## src/rtl/transaction_control_if.sv

```systemverilog
// Handshake and balance-memory bus between the main controller, the balance
// memory, the animation engine and the transaction responder.
interface transaction_control_if #(
  parameter int DATA_WIDTH = 8,
  parameter int ADDR_WIDTH = 2
);
  logic                  reset_others;
  logic                  start_transaction;
  logic [DATA_WIDTH-1:0] amount;
  logic [DATA_WIDTH-1:0] key;
  logic [DATA_WIDTH-1:0] mem_rdata;
  logic                  animation_done;
  logic [ADDR_WIDTH-1:0] mem_addr;
  logic                  mem_wren;
  logic [DATA_WIDTH-1:0] mem_wdata;
  logic                  start_animation;
  logic [DATA_WIDTH-1:0] p1_balance;
  logic [DATA_WIDTH-1:0] p2_balance;
  logic                  transaction_ok;
  logic [1:0]            error_code;
  logic                  finished_transaction;

  modport slave (
    input  reset_others, start_transaction, amount, key, mem_rdata, animation_done,
    output mem_addr, mem_wren, mem_wdata, start_animation, p1_balance, p2_balance,
           transaction_ok, error_code, finished_transaction
  );

  modport master (
    output reset_others, start_transaction, amount, key, mem_rdata, animation_done,
    input  mem_addr, mem_wren, mem_wdata, start_animation, p1_balance, p2_balance,
           transaction_ok, error_code, finished_transaction
  );
endinterface

```

## src/rtl/transaction_control.sv

```systemverilog
// Transaction responder: reads both balances and the stored key, validates the
// transfer, writes the new balances back and runs the result animation.
module transaction_control #(
  parameter int                    DATA_WIDTH = 8,
  parameter int                    ADDR_WIDTH = 2,
  parameter logic [ADDR_WIDTH-1:0] P1_ADDR    = ADDR_WIDTH'(0),
  parameter logic [ADDR_WIDTH-1:0] P2_ADDR    = ADDR_WIDTH'(1),
  parameter logic [ADDR_WIDTH-1:0] KEY_ADDR   = ADDR_WIDTH'(2)
) (
  input  logic                   clock,
  input  logic                   resetn,
  transaction_control_if.slave   bus
);

  typedef enum logic [3:0] {
    IDLE, RD_P1, RD_P2, RD_KEY, CHECK, WR_P1, WR_P2, ANIM, DONE
  } state_t;

  state_t                state, state_next;
  logic [DATA_WIDTH-1:0] amount_q, key_q, p1_q, p2_q;
  logic                  ok_q;
  logic [1:0]            err_q;
  logic [1:0]            check_code;
  logic [DATA_WIDTH:0]   p2_sum;

  // The carry bit of this sum is the player 2 overflow flag.
  assign p2_sum = {1'b0, p2_q} + {1'b0, amount_q};

  always_comb begin
    if (bus.mem_rdata != key_q)  check_code = 2'b01;
    else if (amount_q > p1_q)    check_code = 2'b10;
    else if (p2_sum[DATA_WIDTH]) check_code = 2'b11;
    else                         check_code = 2'b00;
  end

  // NOTE: sequential state uses non-blocking assignments so every register
  // samples pre-edge values regardless of process ordering.
  always_ff @(posedge clock or negedge resetn) begin
    if (!resetn) state <= IDLE;
    else         state <= state_next;
  end

  // NOTE: every combinational output gets a default first, so no path can
  // leave it unassigned and infer a latch.
  always_comb begin
    state_next = state;
    if (!bus.reset_others) begin
      state_next = IDLE;
    end else begin
      case (state)
        IDLE:    if (bus.start_transaction) state_next = RD_P1;
        RD_P1:   state_next = RD_P2;
        RD_P2:   state_next = RD_KEY;
        RD_KEY:  state_next = CHECK;
        CHECK:   state_next = (check_code == 2'b00) ? WR_P1 : ANIM;
        WR_P1:   state_next = WR_P2;
        WR_P2:   state_next = ANIM;
        ANIM:    if (bus.animation_done) state_next = DONE;
        DONE:    if (!bus.start_transaction) state_next = IDLE;
        default: state_next = IDLE;
      endcase
    end
  end

  // Strobes are gated by reset_others so a clear aborts a write in flight.
  always_comb begin
    bus.mem_addr             = P1_ADDR;
    bus.mem_wren             = 1'b0;
    bus.mem_wdata            = '0;
    bus.start_animation      = 1'b0;
    bus.finished_transaction = 1'b0;
    case (state)
      RD_P2:  bus.mem_addr = P2_ADDR;
      RD_KEY: bus.mem_addr = KEY_ADDR;
      WR_P1: begin
        bus.mem_wren  = bus.reset_others;
        bus.mem_wdata = p1_q - amount_q;
      end
      WR_P2: begin
        bus.mem_addr  = P2_ADDR;
        bus.mem_wren  = bus.reset_others;
        bus.mem_wdata = p2_sum[DATA_WIDTH-1:0];
      end
      ANIM:    bus.start_animation      = bus.reset_others;
      DONE:    bus.finished_transaction = bus.reset_others;
      default: ;
    endcase
  end

  always_ff @(posedge clock or negedge resetn) begin
    if (!resetn) begin
      amount_q <= '0;
      key_q    <= '0;
      p1_q     <= '0;
      p2_q     <= '0;
      ok_q     <= 1'b0;
      err_q    <= 2'b00;
    end else if (bus.reset_others) begin
      case (state)
        IDLE: if (bus.start_transaction) begin
          amount_q <= bus.amount;
          key_q    <= bus.key;
        end
        RD_P2:  p1_q <= bus.mem_rdata;
        RD_KEY: p2_q <= bus.mem_rdata;
        CHECK: begin
          err_q <= check_code;
          ok_q  <= (check_code == 2'b00);
        end
        WR_P1:   p1_q <= p1_q - amount_q;
        WR_P2:   p2_q <= p2_sum[DATA_WIDTH-1:0];
        default: ;
      endcase
    end
  end

  assign bus.p1_balance     = p1_q;
  assign bus.p2_balance     = p2_q;
  assign bus.transaction_ok = ok_q;
  assign bus.error_code     = err_q;

endmodule

```

## src/flat_wrapper.sv

```systemverilog
// flat-port wrapper written by rule: the top's interface ports become plain ports
module transaction_control_flat 
#(
  parameter int                    DATA_WIDTH = 8,
  parameter int                    ADDR_WIDTH = 2,
  parameter logic [ADDR_WIDTH-1:0] P1_ADDR    = ADDR_WIDTH'(0),
  parameter logic [ADDR_WIDTH-1:0] P2_ADDR    = ADDR_WIDTH'(1),
  parameter logic [ADDR_WIDTH-1:0] KEY_ADDR   = ADDR_WIDTH'(2)
)
  (clock, resetn, bus_reset_others, bus_start_transaction, bus_amount, bus_key, bus_mem_rdata, bus_animation_done, bus_mem_addr, bus_mem_wren, bus_mem_wdata, bus_start_animation, bus_p1_balance, bus_p2_balance, bus_transaction_ok, bus_error_code, bus_finished_transaction);
  transaction_control_if #(.DATA_WIDTH(DATA_WIDTH), .ADDR_WIDTH(ADDR_WIDTH)) bus_i ();
  input  logic clock;
  input  logic resetn;
  input wire logic [$bits(bus_i.reset_others)-1:0] bus_reset_others;
  input wire logic [$bits(bus_i.start_transaction)-1:0] bus_start_transaction;
  input wire logic [$bits(bus_i.amount)-1:0] bus_amount;
  input wire logic [$bits(bus_i.key)-1:0] bus_key;
  input wire logic [$bits(bus_i.mem_rdata)-1:0] bus_mem_rdata;
  input wire logic [$bits(bus_i.animation_done)-1:0] bus_animation_done;
  output wire logic [$bits(bus_i.mem_addr)-1:0] bus_mem_addr;
  output wire logic [$bits(bus_i.mem_wren)-1:0] bus_mem_wren;
  output wire logic [$bits(bus_i.mem_wdata)-1:0] bus_mem_wdata;
  output wire logic [$bits(bus_i.start_animation)-1:0] bus_start_animation;
  output wire logic [$bits(bus_i.p1_balance)-1:0] bus_p1_balance;
  output wire logic [$bits(bus_i.p2_balance)-1:0] bus_p2_balance;
  output wire logic [$bits(bus_i.transaction_ok)-1:0] bus_transaction_ok;
  output wire logic [$bits(bus_i.error_code)-1:0] bus_error_code;
  output wire logic [$bits(bus_i.finished_transaction)-1:0] bus_finished_transaction;
  assign bus_i.reset_others = bus_reset_others;
  assign bus_i.start_transaction = bus_start_transaction;
  assign bus_i.amount = bus_amount;
  assign bus_i.key = bus_key;
  assign bus_i.mem_rdata = bus_mem_rdata;
  assign bus_i.animation_done = bus_animation_done;
  assign bus_mem_addr = bus_i.mem_addr;
  assign bus_mem_wren = bus_i.mem_wren;
  assign bus_mem_wdata = bus_i.mem_wdata;
  assign bus_start_animation = bus_i.start_animation;
  assign bus_p1_balance = bus_i.p1_balance;
  assign bus_p2_balance = bus_i.p2_balance;
  assign bus_transaction_ok = bus_i.transaction_ok;
  assign bus_error_code = bus_i.error_code;
  assign bus_finished_transaction = bus_i.finished_transaction;
  transaction_control #(.DATA_WIDTH(DATA_WIDTH), .ADDR_WIDTH(ADDR_WIDTH), .P1_ADDR(P1_ADDR), .P2_ADDR(P2_ADDR), .KEY_ADDR(KEY_ADDR)) u_core (.clock(clock), .resetn(resetn), .bus(bus_i));
endmodule
```

## config.mk

```make
export PLATFORM = sky130hd
export DESIGN_NAME = transaction_control_flat
export DESIGN_NICKNAME = d
export VERILOG_FILES = /design/src/rtl/transaction_control_if.sv /design/src/rtl/transaction_control.sv /design/src/flat_wrapper.sv
export SDC_FILE = /design/constraint.sdc
export NUM_CORES = 1
export LEC_CHECK = 0
export CAP_MARGIN = 20
export CORE_ASPECT_RATIO = 1.4
export CORE_MARGIN = 8
export CORE_UTILIZATION = 35
export DETAILED_ROUTE_END_ITERATION = 7
export MAX_ROUTING_LAYER = met4
export PLACE_DENSITY_LB_ADDON = 0.08
export SETUP_SLACK_MARGIN = 0.3
export SLEW_MARGIN = 20
export SYNTH_ARGS = -nofsm -noshare
export SYNTH_HDL_FRONTEND = slang
export SYNTH_SLANG_ARGS = --single-unit
```

## constraint.sdc

```tcl
create_clock -name clock -period 2.75 [get_ports clock]
set_clock_uncertainty 0.1 [all_clocks]
set_input_delay 0.4125 -clock clock [delete_from_list [all_inputs] [get_ports clock]]
set_output_delay 0.4125 -clock clock [all_outputs]
set_load 0.1 [all_outputs]
```

==> impl_metrics.tcl, run 1 <==
set metrics [dict create \
    cts_buffers 5 \
    finalHoldViolCount 0 \
    syn_inst 289 \
    critical_path_buf_inv_count 2 \
    cp_top_family "compound AO/OA/AOI/OAI gates" \
    power.switching_mw 2.64 \
    p_per_area_nw_per_um2 1300 \
    cap_viol_max_count 0 \
    gr-total-overflow 0 \
    fmax_ghz 0.326 \
    drt_iter0_markers 71 \
    hold_slack_ns 0.0694 \
    yosys.area_share.simple_pct 17.6 \
    final_util_pct 54.9 \
    dieArea_um2 10300 \
    fin_nets 422 \
    crit_required_ns 2.24 \
    area_delta_synth_final_pct 55.8 \
    wl_per_cell_um 16.8 \
    setup.worst_path.class "reg -> out" \
    die_x_um 88.1 \
    clkSlewWorstSetupHoldPaths_ns 0.08 \
    drive_above_1_share_pct 38.6 \
    clockPowerShare_pct 9.8 \
    yosys.area_share.adder_pct 9.44 \
    total_leakage_power_nw 1.70 \
    slew_headroom_pct 51.3 \
    syn_avg_cell_area_um2 8.81 \
    coreArea_um2 7220 \
    synth.distinct_cells 40 \
    clock_latency_ns 0.29 \
    cts_htree_levels 2 \
    min_period_over_period_pct 111 \
    first_pass_iters 4 \
    r2r_slack_ns 0.35 \
    synthesis.area_um2 2540 \
    drtAntennaViolNets 0 \
    viasPerCell 5.01 \
    dp_hpwl_mm 6.12 \
    setup_violations 4 \
    setup_slack_ns -0.316 \
    p_int_mw 2.51 \
    path_cells "inv_2 > ha_4 > nor2b_4 > o31a_1 > o21a_1 > o41a_1 > xnor2_2 > o22ai_4 > buf_12" \
    failed_checks "negative setup slack" \
    cts_root_buf "clkbuf_8" \
    clock-sinks 39 \
    cp.arrival_ns 2.55 \
    synth-seq-cells 39 \
    finalPower_mw 5.15 \
    start_util_pct 35.2 \
    end_kind "output port" \
    cpPeakStageDelay_ns 0.43 \
    path_max_fanout 4 \
    clockBufferDepth 2 \
    cp-start-kind "register" \
    synth_top_family_by_area "compound AO/OA/AOI/OAI gates" \
    cts_tree "yes" \
    final_common_cell "buf_4" \
    io_pins 61 \
    grt_pass1_vias 2493 \
    period_minus_slack_ns 3.07 \
    grt.total_usage_pct 16.7 \
    ir_drop_mv 0.687 \
    dpl_worst_slack_ns -0.0435 \
    n_antenna_cell 0 \
    critPathSlowestCell "dfrtp_1" \
    dp_cells 452 \
    drt-total-wl_mm 7.95 \
    rsz0062_at_grt "yes" \
    seqPwrFrac_pct 19.6 \
    placementRows 37 \
    maxSlewViolCount 0 \
    ys_seq_area_share_pct 38.3 \
    synth_mux_area_share_pct 4.42 \
    hold_class "in -> async" \
    layout_common_cells "buf_4 (51), clkdlybuf4s50_1 (27), nand2_1 (26), dfrtp_1 (26), nor2_1 (24)" \
    synth_nets 336 \
    grt_first_pass_wirelength_mm 12.8 \
    power_switching_share_pct 51.3 \
    synth_top_cell_area_share_pct 38.3 \
    die_h_um 117 \
    drc 0 \
    vias 2372 \
    final_area_um2 3960 \
    synthTopCellsByArea "dfrtp_1 (38%), ha_1 (7.9%), mux2_2 (4.4%)" \
    synth_compound_area_share_pct 20.3 \
    cts_hold_buf 0 \
    grt_max_degree 31 \
    portBuffers 60 \
    outcome "complete, but fails checks" \
    synth_warnings 0 \
    synth_xor_area_share_pct 5.16 \
    finalSetupTns_ns -1.04 \
    antenna_found_initial 0 \
    yosys.area.top_type "dfrtp_1" \
    combPwrFrac_pct 70.6 \
    gp_congestion 0.901 \
    final-instance-count-excl-fill 473 \
    dpl_cell_area_um2 3620 \
    tightest_slew_ns 0.730 \
]
power groups by stage:
| stage | combinational [mW] | clock [mW] | sequential [mW] |
|---|---|---|---|
| floorplan | 1.54 | 0 | 1.85 |
| global placement | 3.13 | 0 | 1.02 |
| detailed placement | 3.14 | 0 | 1.02 |
| CTS | 3.35 | 0.521 | 1.01 |
| global route | 3.90 | 0.543 | 1.04 |
| finish | 3.64 | 0.506 | 1.01 |
sequential cells by signal (all words and copies together) (netlist names):
signal                     cells
u_core.amount_q                8
u_core.bus.p1_balance          8
u_core.bus.p2_balance          8
u_core.key_q                   8
u_core.state                   4
u_core.bus.error_code          2
u_core.bus.transaction_ok      1
cell families (layout without fill, tap and decap cells):
| kind of cell | Yosys count | count (layout) |
|---|---|---|
| simple gates | 95 | 95 |
| compound gates | 84 | 84 |
| flops | 39 | 39 |
| buf+inv | 28 | 115 |
| fa+ha+maj | 18 | 18 |
| xor+xnor | 15 | 15 |
| mux | 10 | 10 |
per-layer routing:
| layer | wire, um | vias to the layer above | global-route usage [%] | share of wire [%] |
|---|---|---|---|---|
| li1 | - | 1185 | - | - |
| met1 | 3280 | 1128 | 19.0 | 41 |
| met2 | 4280 | 48 | 29.9 | 54 |
| met3 | 258 | 11 | 2.52 | 3.2 |
| met4 | 137 | 0 | 4.19 | 1.7 |
| met5 | 0 | - | - | 0 |
Yosys cell counts (all sizes together):
master / n
dfrtp: 39
nand2: 30
nor2: 27
o21ai: 23
a21oi: 22
ha: 16
inv: 15
buf: 10
mux2: 10
xor2: 10
nor3: 9
a211oi: 7
a31oi: 6
nand2b: 6
nor2b: 6
and3: 5
o21a: 5
or2: 5
xnor2: 5
a21o: 4
o22ai: 4
clkbuf: 3
nor4: 3
o21bai: 3
a221oi: 2
fa: 2
o31a: 2
o31ai: 2
or3b: 2
a211o: 1
a21boi: 1
a22o: 1
and2: 1
nand3: 1
o41a: 1
area by class of cell:
| type | instances | area, um2 |
|---|---|---|
| well taps | 97 | 121 |
| clock buffers | 6 | 82.6 |
| fillers | 688 | 3260 |
| inverters | 15 | 58.8 |
| repair buffers | 92 | 901 |
| clock inverters | 2 | 35.0 |
| multi-input cells | 222 | 1760 |
| flip-flops and latches | 39 | 1000 |
what timing repair did:
item / CTS / global route
pin swaps: 6 / 16
setup endpoints to repair: 9 / 11
setup buffers: 5 / 8
resized for setup: 17 / 14
final timing paths:
kind,startpoint,endpoint,cells past startpoint
max,u_core.amount_q[1],bus_mem_wdata[7],9
max reg2reg,u_core.amount_q[1],u_core.bus.p1_balance[7],9
min,resetn,u_core.state[2],1
max in group asynchronous,resetn,u_core.bus.p2_balance[1],2
min reg2reg,u_core.bus.error_code[1],u_core.bus.error_code[1],2
min in group clock,u_core.bus.error_code[1],u_core.bus.error_code[1],2
Note: power is estimated with default switching activity, not from simulation.
==> run 2: changes to the inputs <==
--- a/config.mk
+++ b/config.mk
@@ -5,7 +5,7 @@
 export SDC_FILE = /design/constraint.sdc
 export NUM_CORES = 1
 export LEC_CHECK = 0
-export CAP_MARGIN = 20
+export CAP_MARGIN = 5
 export CORE_ASPECT_RATIO = 1.4
 export CORE_MARGIN = 8
 export CORE_UTILIZATION = 35
==> results of run 2 <==
The final DEF is identical to that of run 1; final timing and power are the same.
==> run 3: changes to the inputs <==
--- a/config.mk
+++ b/config.mk
@@ -8,7 +8,7 @@
 export CAP_MARGIN = 5
 export CORE_ASPECT_RATIO = 1.4
 export CORE_MARGIN = 8
-export CORE_UTILIZATION = 35
+export CORE_UTILIZATION = 45
 export DETAILED_ROUTE_END_ITERATION = 7
 export MAX_ROUTING_LAYER = met4
 export PLACE_DENSITY_LB_ADDON = 0.08
==> impl_metrics.tcl, run 3 (synthesis gave the netlist of run 1 again) <==
set metrics [dict create \
    drive_above_1_share_pct 39.9 \
    path_cells "ha_4 > nor2b_4 > o31a_1 > o21a_1 > o41a_1 > xnor2_2 > o22ai_4 > buf_12" \
    combPwrFrac_pct 70.8 \
    final_util_pct 72.9 \
    worst_r2r_path_depth 14 \
    tightest_slew_ns 0.784 \
    grtUsageMet3_pct 3.86 \
    finalPower_mw 5.17 \
    coreArea_um2 5490 \
    final_area_um2 4000 \
    n_antenna_cell 0 \
    cp-start-kind "register" \
    hold_class "in -> async" \
    wl_per_cell_um 17.8 \
    seqPwrFrac_pct 19.4 \
    fmax_ghz 0.334 \
    io_pins 61 \
    total_leakage_power_nw 1.73 \
    period_minus_slack_ns 2.99 \
    layout_common_cells "buf_4 (45), clkdlybuf4s50_1 (27), nand2_1 (26), nor2_1 (25), dfrtp_1 (25)" \
    final_common_cell "buf_4" \
    die_x_um 79.6 \
    power_switching_share_pct 51.0 \
    rsz0062_at_grt "yes" \
    clkSlewWorstSetupHoldPaths_ns 0.08 \
    drtAntennaViolNets 0 \
    cpPeakStageDelay_ns 0.49 \
    use_met1_pct 21.0 \
    dieArea_um2 8350 \
    cts_htree_levels 2 \
    maxSlewViolCount 0 \
    critPathSlowestCell "dfrtp_4" \
    min_period_over_period_pct 109 \
    fin_nets 424 \
    end_kind "output port" \
    cts_buffers 5 \
    grt_pass1_vias 2649 \
    grt_max_degree 33 \
    drt_iter0_markers 88 \
    clock-sinks 39 \
    drc 0 \
    grt_first_pass_wirelength_mm 12.9 \
    cts_tree "yes" \
    drt-total-wl_mm 7.95 \
    clock_latency_ns 0.30 \
    failed_checks "negative setup slack" \
    vias 2494 \
    ir_drop_mv 0.844 \
    antenna_found_initial 0 \
    dp_cells 421 \
    crit_required_ns 2.24 \
    cts_root_buf "clkbuf_8" \
    gp_congestion 0.880 \
    placementRows 32 \
    gr-total-overflow 0 \
    p_int_mw 2.54 \
    cp.arrival_ns 2.48 \
    power.switching_mw 2.64 \
    portBuffers 60 \
    first_pass_iters 4 \
    dpl_worst_slack_ns 0.0161 \
    setup_violations 4 \
    grtUsageMet2_pct 35.5 \
    start_util_pct 46.4 \
    slew_headroom_pct 47.7 \
    path_max_fanout 2 \
    clockPowerShare_pct 9.8 \
    setup_slack_ns -0.245 \
    die_h_um 105 \
    viasPerCell 5.59 \
    final-instance-count-excl-fill 446 \
    area_delta_synth_final_pct 57.0 \
    globalRoute.busiestLayer "met2" \
    clockBufferDepth 2 \
    grt.total_usage_pct 19.9 \
    p_per_area_nw_per_um2 1290 \
    cts_hold_buf 0 \
    dp_hpwl_mm 5.95 \
    cap_viol_max_count 0 \
    setup.worst_path.class "reg -> out" \
    dpl_cell_area_um2 3580 \
    outcome "complete, but fails checks" \
    finalHoldViolCount 0 \
]
[run 3: through the flow]
| step | TNS (ns) | hold WS [ns] |
|---|---|---|
| global placement | 0 | 0.372 |
| CTS | -0.737 | 0.0990 |
| finish | -0.820 | 0.0886 |
| detailed placement | 0 | 0.387 |
| floorplan | -0.313 | 0.0169 |
| global route | -1.12 | 0.147 |
[run 3: cell type report]
type | instances | area, um2
clock buffer | 6 | 82.6
inverter | 15 | 58.8
tap | 68 | 85.1
timing repair buffer | 94 | 955
clock inverter | 2 | 35.0
multi-input combinational | 222 | 1780
sequential | 39 | 1000
fill | 400 | 1490
[run 3: per-layer routing]
metal | share of wire, % | wire length [um]
met2 | 54 | 4310
met5 | 0 | 0
met4 | 1.8 | 141
met3 | 4.3 | 344
met1 | 40 | 3160
[run 3: worst paths after layout]
kind                                           from                       end  slack [ns]
setup / recovery           u_core.bus.p1_balance[1]          bus_mem_wdata[7]       -0.24
hold / removal                               resetn        u_core.amount_q[5]        0.09
setup reg to reg           u_core.bus.p2_balance[0]  u_core.bus.p2_balance[4]        0.11
hold reg to reg            u_core.bus.error_code[1]  u_core.bus.error_code[1]        0.41
max in group asynchronous                    resetn           u_core.state[3]        1.82
min in group clock         u_core.bus.error_code[1]  u_core.bus.error_code[1]        0.41
[run 3: power by group through the flow]
stage | Sequential [mW] | Clock, mW | Combinational (mW)
2_1_floorplan | 1.85 | 0 | 1.54
3_3_place_gp | 0.999 | 0 | 3.15
3_5_place_dp | 1.01 | 0 | 3.17
4_1_cts | 0.995 | 0.512 | 3.46
5_1_grt | 1.03 | 0.530 | 3.92
6_report | 1.00 | 0.509 | 3.66
[run 3: worst max-delay path, delay by kind of cell (launching register included)]
family	cells	cell delay, ns
AOI/OAI and AO/OA	4	0.99
buffers and inverters	1	0.20
adders and majority gates	1	0.21
and+or+nand+nor	1	0.12
DFF	1	0.49
xor gates and xnor gates	1	0.17
[run 3: timing repair]
action,4_1_cts,5_1_grt
pin swaps,16,9
setup endpoints to repair,9,10
buffers inserted,13,4
resized for setup,31,12
